[src/rtl/regfile_pkg.sv]
// Shared definitions for the register-file writeback path.
// Address/data defaults, the zero register and requester IDs.
package regfile_pkg;

    localparam int AW_DEF   = 5;
    localparam int DW_DEF   = 32;
    localparam int REG_ZERO = 0;

    localparam logic REQ_ALU = 1'b0;
    localparam logic REQ_MEM = 1'b1;

endpackage

[src/rtl/wb_fifo.sv]
// Small in-order writeback FIFO holding (address, data) pairs.
// Exposes a per-entry address match vector for hazard queries.
module wb_fifo
    import regfile_pkg::*;
#(
    parameter int DEPTH = 2,
    parameter int AW    = AW_DEF,
    parameter int DW    = DW_DEF
) (
    input  logic             CLK,
    input  logic             RST_N,
    input  logic             push,
    input  logic [AW-1:0]    push_addr,
    input  logic [DW-1:0]    push_data,
    input  logic             pop,
    output logic             full,
    output logic             empty,
    output logic [AW-1:0]    head_addr,
    output logic [DW-1:0]    head_data,
    input  logic [AW-1:0]    q_addr,
    output logic [DEPTH-1:0] match
);

    localparam int PW = (DEPTH > 1) ? $clog2(DEPTH) : 1;
    localparam int CW = PW + 1;

    logic [AW-1:0] addr_q [DEPTH];
    logic [DW-1:0] data_q [DEPTH];
    logic [PW-1:0] rptr;
    logic [PW-1:0] wptr;
    logic [CW-1:0] cnt;
    logic          do_push;
    logic          do_pop;

    assign full      = (cnt == CW'(DEPTH));
    assign empty     = (cnt == '0);
    assign do_push   = push && !full;
    assign do_pop    = pop && !empty;
    assign head_addr = addr_q[rptr];
    assign head_data = data_q[rptr];

    // Pointer and occupancy bookkeeping; pointers wrap modulo DEPTH.
    always_ff @(posedge CLK or negedge RST_N) begin
        if (!RST_N) begin
            rptr <= '0;
            wptr <= '0;
            cnt  <= '0;
        end else begin
            if (do_push)
                wptr <= wptr + PW'(1);
            if (do_pop)
                rptr <= rptr + PW'(1);
            unique case ({do_push, do_pop})
                2'b10:   cnt <= cnt + CW'(1);
                2'b01:   cnt <= cnt - CW'(1);
                default: cnt <= cnt;
            endcase
        end
    end

    // Entry storage written at the tail.
    always_ff @(posedge CLK or negedge RST_N) begin
        if (!RST_N) begin
            for (int i = 0; i < DEPTH; i++) begin
                addr_q[i] <= '0;
                data_q[i] <= '0;
            end
        end else if (do_push) begin
            addr_q[wptr] <= push_addr;
            data_q[wptr] <= push_data;
        end
    end

    // An entry is live when its distance from the head is below the count.
    always_comb begin
        logic [PW-1:0] off;
        match = '0;
        for (int i = 0; i < DEPTH; i++) begin
            off      = PW'(i) - rptr;
            match[i] = (CW'(off) < cnt) && (addr_q[i] == q_addr);
        end
    end

endmodule

[src/rtl/regfile_wb_arbiter.sv]
// Round-robin sharing of the register-file write port
// between the ALU and load writeback paths.
module regfile_wb_arbiter
    import regfile_pkg::*;
#(
    parameter int DEPTH = 2,
    parameter int AW    = AW_DEF,
    parameter int DW    = DW_DEF
) (
    input  logic          CLK,
    input  logic          RST_N,
    input  logic          ALU_VALID,
    output logic          ALU_READY,
    input  logic [AW-1:0] ALU_ADDR,
    input  logic [DW-1:0] ALU_DATA,
    input  logic          MEM_VALID,
    output logic          MEM_READY,
    input  logic [AW-1:0] MEM_ADDR,
    input  logic [DW-1:0] MEM_DATA,
    output logic          WE3,
    output logic [AW-1:0] A3,
    output logic [DW-1:0] WD3,
    input  logic [AW-1:0] Q_ADDR,
    output logic          Q_HIT,
    output logic          BUSY
);

    logic             alu_full, alu_empty;
    logic             mem_full, mem_empty;
    logic [AW-1:0]    alu_haddr, mem_haddr;
    logic [DW-1:0]    alu_hdata, mem_hdata;
    logic [DEPTH-1:0] alu_match, mem_match;
    logic             alu_push, mem_push;
    logic             gnt_alu, gnt_mem;
    logic             last_q;

    assign ALU_READY = RST_N && !alu_full;
    assign MEM_READY = RST_N && !mem_full;

    // Writes to x0 complete the handshake but never enter a FIFO.
    assign alu_push = ALU_VALID && ALU_READY
                   && (ALU_ADDR != AW'(REG_ZERO));
    assign mem_push = MEM_VALID && MEM_READY
                   && (MEM_ADDR != AW'(REG_ZERO));

    wb_fifo #(.DEPTH(DEPTH), .AW(AW), .DW(DW)) u_alu_fifo (
        .CLK       (CLK),
        .RST_N     (RST_N),
        .push      (alu_push),
        .push_addr (ALU_ADDR),
        .push_data (ALU_DATA),
        .pop       (gnt_alu),
        .full      (alu_full),
        .empty     (alu_empty),
        .head_addr (alu_haddr),
        .head_data (alu_hdata),
        .q_addr    (Q_ADDR),
        .match     (alu_match)
    );

    wb_fifo #(.DEPTH(DEPTH), .AW(AW), .DW(DW)) u_mem_fifo (
        .CLK       (CLK),
        .RST_N     (RST_N),
        .push      (mem_push),
        .push_addr (MEM_ADDR),
        .push_data (MEM_DATA),
        .pop       (gnt_mem),
        .full      (mem_full),
        .empty     (mem_empty),
        .head_addr (mem_haddr),
        .head_data (mem_hdata),
        .q_addr    (Q_ADDR),
        .match     (mem_match)
    );

    // ALU wins when alone or when MEM was granted last.
    assign gnt_alu = !alu_empty
                  && (mem_empty || (last_q == REQ_MEM));
    assign gnt_mem = !mem_empty && !gnt_alu;

    // Registered write port and round-robin history.
    always_ff @(posedge CLK or negedge RST_N) begin
        if (!RST_N) begin
            WE3    <= 1'b0;
            A3     <= '0;
            WD3    <= '0;
            last_q <= REQ_MEM;
        end else begin
            WE3 <= gnt_alu || gnt_mem;
            unique case (1'b1)
                gnt_alu: begin
                    A3     <= alu_haddr;
                    WD3    <= alu_hdata;
                    last_q <= REQ_ALU;
                end
                gnt_mem: begin
                    A3     <= mem_haddr;
                    WD3    <= mem_hdata;
                    last_q <= REQ_MEM;
                end
                default: ;
            endcase
        end
    end

    assign Q_HIT = (Q_ADDR != AW'(REG_ZERO))
                && ((|alu_match) || (|mem_match)
                    || (WE3 && (A3 == Q_ADDR)));

    assign BUSY = !alu_empty || !mem_empty || WE3;

endmodule

[config.mk]
export PLATFORM = sky130hd
export DESIGN_NAME = regfile_wb_arbiter
export DESIGN_NICKNAME = d
export VERILOG_FILES = /design/src/rtl/regfile_pkg.sv /design/src/rtl/wb_fifo.sv /design/src/rtl/regfile_wb_arbiter.sv
export SDC_FILE = /design/constraint.sdc
export NUM_CORES = 1
export LEC_CHECK = 0
export ABC_CLOCK_PERIOD_IN_PS = 3400
export CAP_MARGIN = 20
export CORE_MARGIN = 2
export CORE_UTILIZATION = 60
export DETAILED_ROUTE_END_ITERATION = 10
export GPL_TIMING_DRIVEN = 0
export PLACE_DENSITY = 0.91
export SETUP_SLACK_MARGIN = 0.05
export SYNTH_ARGS = -nofsm -noshare
export SYNTH_HDL_FRONTEND = slang
export SYNTH_SLANG_ARGS = --single-unit
[constraint.sdc]
create_clock -name CLK -period 3.4 [get_ports CLK]
set_clock_uncertainty 0.1 [all_clocks]
set_input_delay 0.68 -clock CLK [delete_from_list [all_inputs] [get_ports CLK]]
set_output_delay 0.68 -clock CLK [all_outputs]
set_load 0.005 [all_outputs]
==> out/results.ini <==
[synthesis]
ys_async_sr_fraction_pct = 100
synth-seq-area-share_pct = 52.0
number_of_enable_flip_flop_cells_after_synthesis = 0
netlist_instances = 693
synth_warnings = 0
yosys_reg_bits = 195
post_syn_area_per_cell_um2 = 13.5
synth_nets = 778
synth_flop_cell = sky130_fd_sc_hd__dfrtp_1
synth_cell_types = 34
netlist_area_um2 = 9390

[clock_network]
cts-hold-fix-buffers = 0
cts_max_path_buffers = 2
root_buffer = sky130_fd_sc_hd__clkbuf_16
worst_setup_hold_path_clk_slew_ns = 0.06
cts-buffers-inserted = 17
worst_skew_pair.late_latency_ns = 0.43
cts.sinks = 195
htreeDepth = 4
cts_tree = built

[floorplanning]
floorplan.die.height_um = 129
initial_core_util_pct = 61.5
die_w_um = 129
pin_count = 125
coreArea_um2 = 15300
die_area_um2 = 16700
num_rows = 45

[placement]
cell_area_after_placement_um2 = 10900
post-dp-hpwl_um = 15200
preCtsSetupSlack_ns = -0.217
numPortBuffers = 119
routabilityCongestion = 0.875

[drt]
detail_route.first_pass.iterations = 5
route.detailed.wl_per_inst_um = 21.5
via_per_inst = 5.85
overall_routed_net_length_um = 22700
detailroute.via_count = 6179
drcViolationCount = 0
antenna_left = 0
drt_first_iter_violations = 480

[timing]
worst_slew_margin_relative_to_its_limit_pct = 41.6
final.setup.worst_slack_ns = 0.205
slew_violations = 0
hold-worst-slack_ns = 0.0470
timing.final.crit_period_ns = 3.19
grt_setup_unrepaired = no
finalCritPeriodShare_pct = 94.0
setup_violations = 0
finalHoldViolCount = 0
max_freq_ghz = 0.313
tightestPinTransition_ns = 0.875

[final_layout]
drive_gt1_share_pct = 28.6
post_layout_inst_area_um2 = 11600
finish.net_count = 920
post_synthesis_to_final_layout_area_growth_pct = 23.3
insertedDiodeCount = 0
final_core_utilization_pct = 75.9

[worst_setup_path]
setup.worst_path.start_class = flip-flop
worstSetupPathType = flip-flop to output pin
arrival_ns = 2.41
required_ns = 2.62
worst_setup_path_end_kind = output pin
cp_max_fo = 10

[job]
timing.max_cap.violations = 0

[global_route]
antenna_found_initial = 0
grt.total_usage_pct = 28.5
first_global_vias = 6808
grt_overflow = 0
grt_pass1_wl_um = 36200
maximum_number_of_pins_on_one_net_before_global_route_repair = 86

[power_and_ir_drop]
power.density_nw_per_um2 = 1010
worst_ir_drop_vdd_mv = 0.561
leakagePower_uw = 0.00505

[status]
run_status = finished, final reports clean

[worst_hold_path]
worstHoldPathType = input pin to asynchronous set/reset pin

stage by stage:
step	total power [uW]	std cells	TNS, ns
6_report	11700	1057	0
5_1_grt	12300	1057	0
4_1_cts	11700	1055	0
3_5_place_dp	9390	1024	-11.89
3_3_place_gp	9030	1023	-2007.39
2_1_floorplan	7720	693	0
timing repair:
item                                    in CTS  in global routing
gates resized for setup                      5                  4
pin swaps                                    0                  2
buffers inserted                             0                  2
endpoints found under the setup margin       4                  3
gates cloned                                 1                  0
layer usage:
layer / up-vias / track usage (%) / wire, um
met5: - / 0 / 0
met2: 248 / 47.6 / 11500
li1: 2691 / - / -
met3: 42 / 6.07 / 1230
met4: 0 / 11.1 / 459
met1: 3198 / 36.8 / 9560
power by group:
part	total (uW)	leakage, uW	switching (uW)	internal, uW
clock network	2140	0.000301	855	1280
logic	5170	0.00242	2220	2950
registers	4390	0.00233	839	3550
total	11700	0.00505	3920	7770
cells by family (layout without fill, tap and decap cells):
family                     count (synthesis)  in the layout  share of synthesized area (%)
muxes                                    222            222                           30.9
DFF                                      195            195                           52.0
and+or+nand+nor                           95             95                           4.33
AOI/OAI and AO/OA                         90             90                           5.20
buffers and inverters                     54            207                           4.04
xor gates and xnor gates                  35             35                           3.27
adders and majority gates                  2              2                          0.267
cells in the mapped netlist (6+ instances only):
cell	n	area [um^2]
sky130_fd_sc_hd__a21oi_1	42	210
sky130_fd_sc_hd__buf_12	6	120
sky130_fd_sc_hd__buf_6	10	113
sky130_fd_sc_hd__clkbuf_1	24	90.1
sky130_fd_sc_hd__dfrtp_1	194	4850
sky130_fd_sc_hd__inv_1	7	26.3
sky130_fd_sc_hd__mux2_2	63	709
sky130_fd_sc_hd__mux2_4	120	1800
sky130_fd_sc_hd__mux2i_1	39	390
sky130_fd_sc_hd__nand2_1	35	131
sky130_fd_sc_hd__nor2_1	41	154
sky130_fd_sc_hd__o21ai_0	38	190
sky130_fd_sc_hd__xnor2_1	19	166
sky130_fd_sc_hd__xor2_1	16	140
worst max-delay path, cell delays in order, from the launching register on:
cell and delay (ns):
sky130_fd_sc_hd__dfrtp_1 0.32, sky130_fd_sc_hd__clkbuf_1 0.21, sky130_fd_sc_hd__buf_2 0.37, sky130_fd_sc_hd__a21oi_1 0.12, sky130_fd_sc_hd__nor3_1 0.23, sky130_fd_sc_hd__a311oi_1 0.08, sky130_fd_sc_hd__a21oi_1 0.14, sky130_fd_sc_hd__clkdlybuf4s50_1 0.51
final cells by class:
type                    instances  area, um^2
repair buffers                123        1280
inverters                       7        26.3
clock inverters                 9         154
flip-flops and latches        195        4880
plain buffers                  47         372
clock buffers                  21         470
multi-input cells             444        4130
fillers                       931        3680
well taps                     211         264
state kept, by name (all words and copies together), names as in the netlist:
register / flops
WD3: 32
u_alu_fifo.cnt: 2
u_mem_fifo.wptr: 1
u_mem_fifo.addr_q: 10
u_alu_fifo.rptr: 1
u_mem_fifo.cnt: 2
last_q: 1
u_mem_fifo.rptr: 1
WE3: 1
A3: 5
u_alu_fifo.data_q: 64
u_alu_fifo.wptr: 1
u_mem_fifo.data_q: 64
u_alu_fifo.addr_q: 10
cell usage in the layout, fill, tap and decap left out, types with 3 or more instances in the layout:
master                            instances
sky130_fd_sc_hd__clkbuf_1                25
sky130_fd_sc_hd__mux2_4                 120
sky130_fd_sc_hd__buf_12                   7
sky130_fd_sc_hd__dfrtp_1                194
sky130_fd_sc_hd__clkbuf_8                 3
sky130_fd_sc_hd__xnor2_1                 19
sky130_fd_sc_hd__o21ai_0                 38
sky130_fd_sc_hd__inv_1                    7
sky130_fd_sc_hd__bufinv_16                4
sky130_fd_sc_hd__mux2_2                  63
sky130_fd_sc_hd__or4_1                    3
sky130_fd_sc_hd__xor2_1                  16
sky130_fd_sc_hd__mux2i_1                 39
sky130_fd_sc_hd__nor3_1                   4
sky130_fd_sc_hd__buf_2                    3
sky130_fd_sc_hd__a21oi_1                 42
sky130_fd_sc_hd__clkdlybuf4s50_1        118
sky130_fd_sc_hd__nor2b_1                  3
sky130_fd_sc_hd__buf_6                   11
sky130_fd_sc_hd__nand2_1                 35
sky130_fd_sc_hd__nor2_1                  41
sky130_fd_sc_hd__clkbuf_16               17
worst paths after layout:
check	from	end	slack [ns]	cells past startpoint
max	u_alu_fifo.rptr$_DFFE_PN0P_	Q_HIT	0.21	7
min	RST_N	u_mem_fifo.data_q[35]$_DFFE_PN0P_	0.05	1
max in group asynchronous	RST_N	u_alu_fifo.data_q[3]$_DFFE_PN0P_	2.35	2
min reg2reg	WD3[0]$_DFFE_PN0P_	WD3[0]$_DFFE_PN0P_	0.39	2
min in group CLK	WD3[0]$_DFFE_PN0P_	WD3[0]$_DFFE_PN0P_	0.39	2
max reg2reg	u_alu_fifo.cnt[1]$_DFFE_PN0P_	A3[0]$_DFFE_PN0P_	0.78	7
Note: power is estimated with default switching activity, not from simulation.
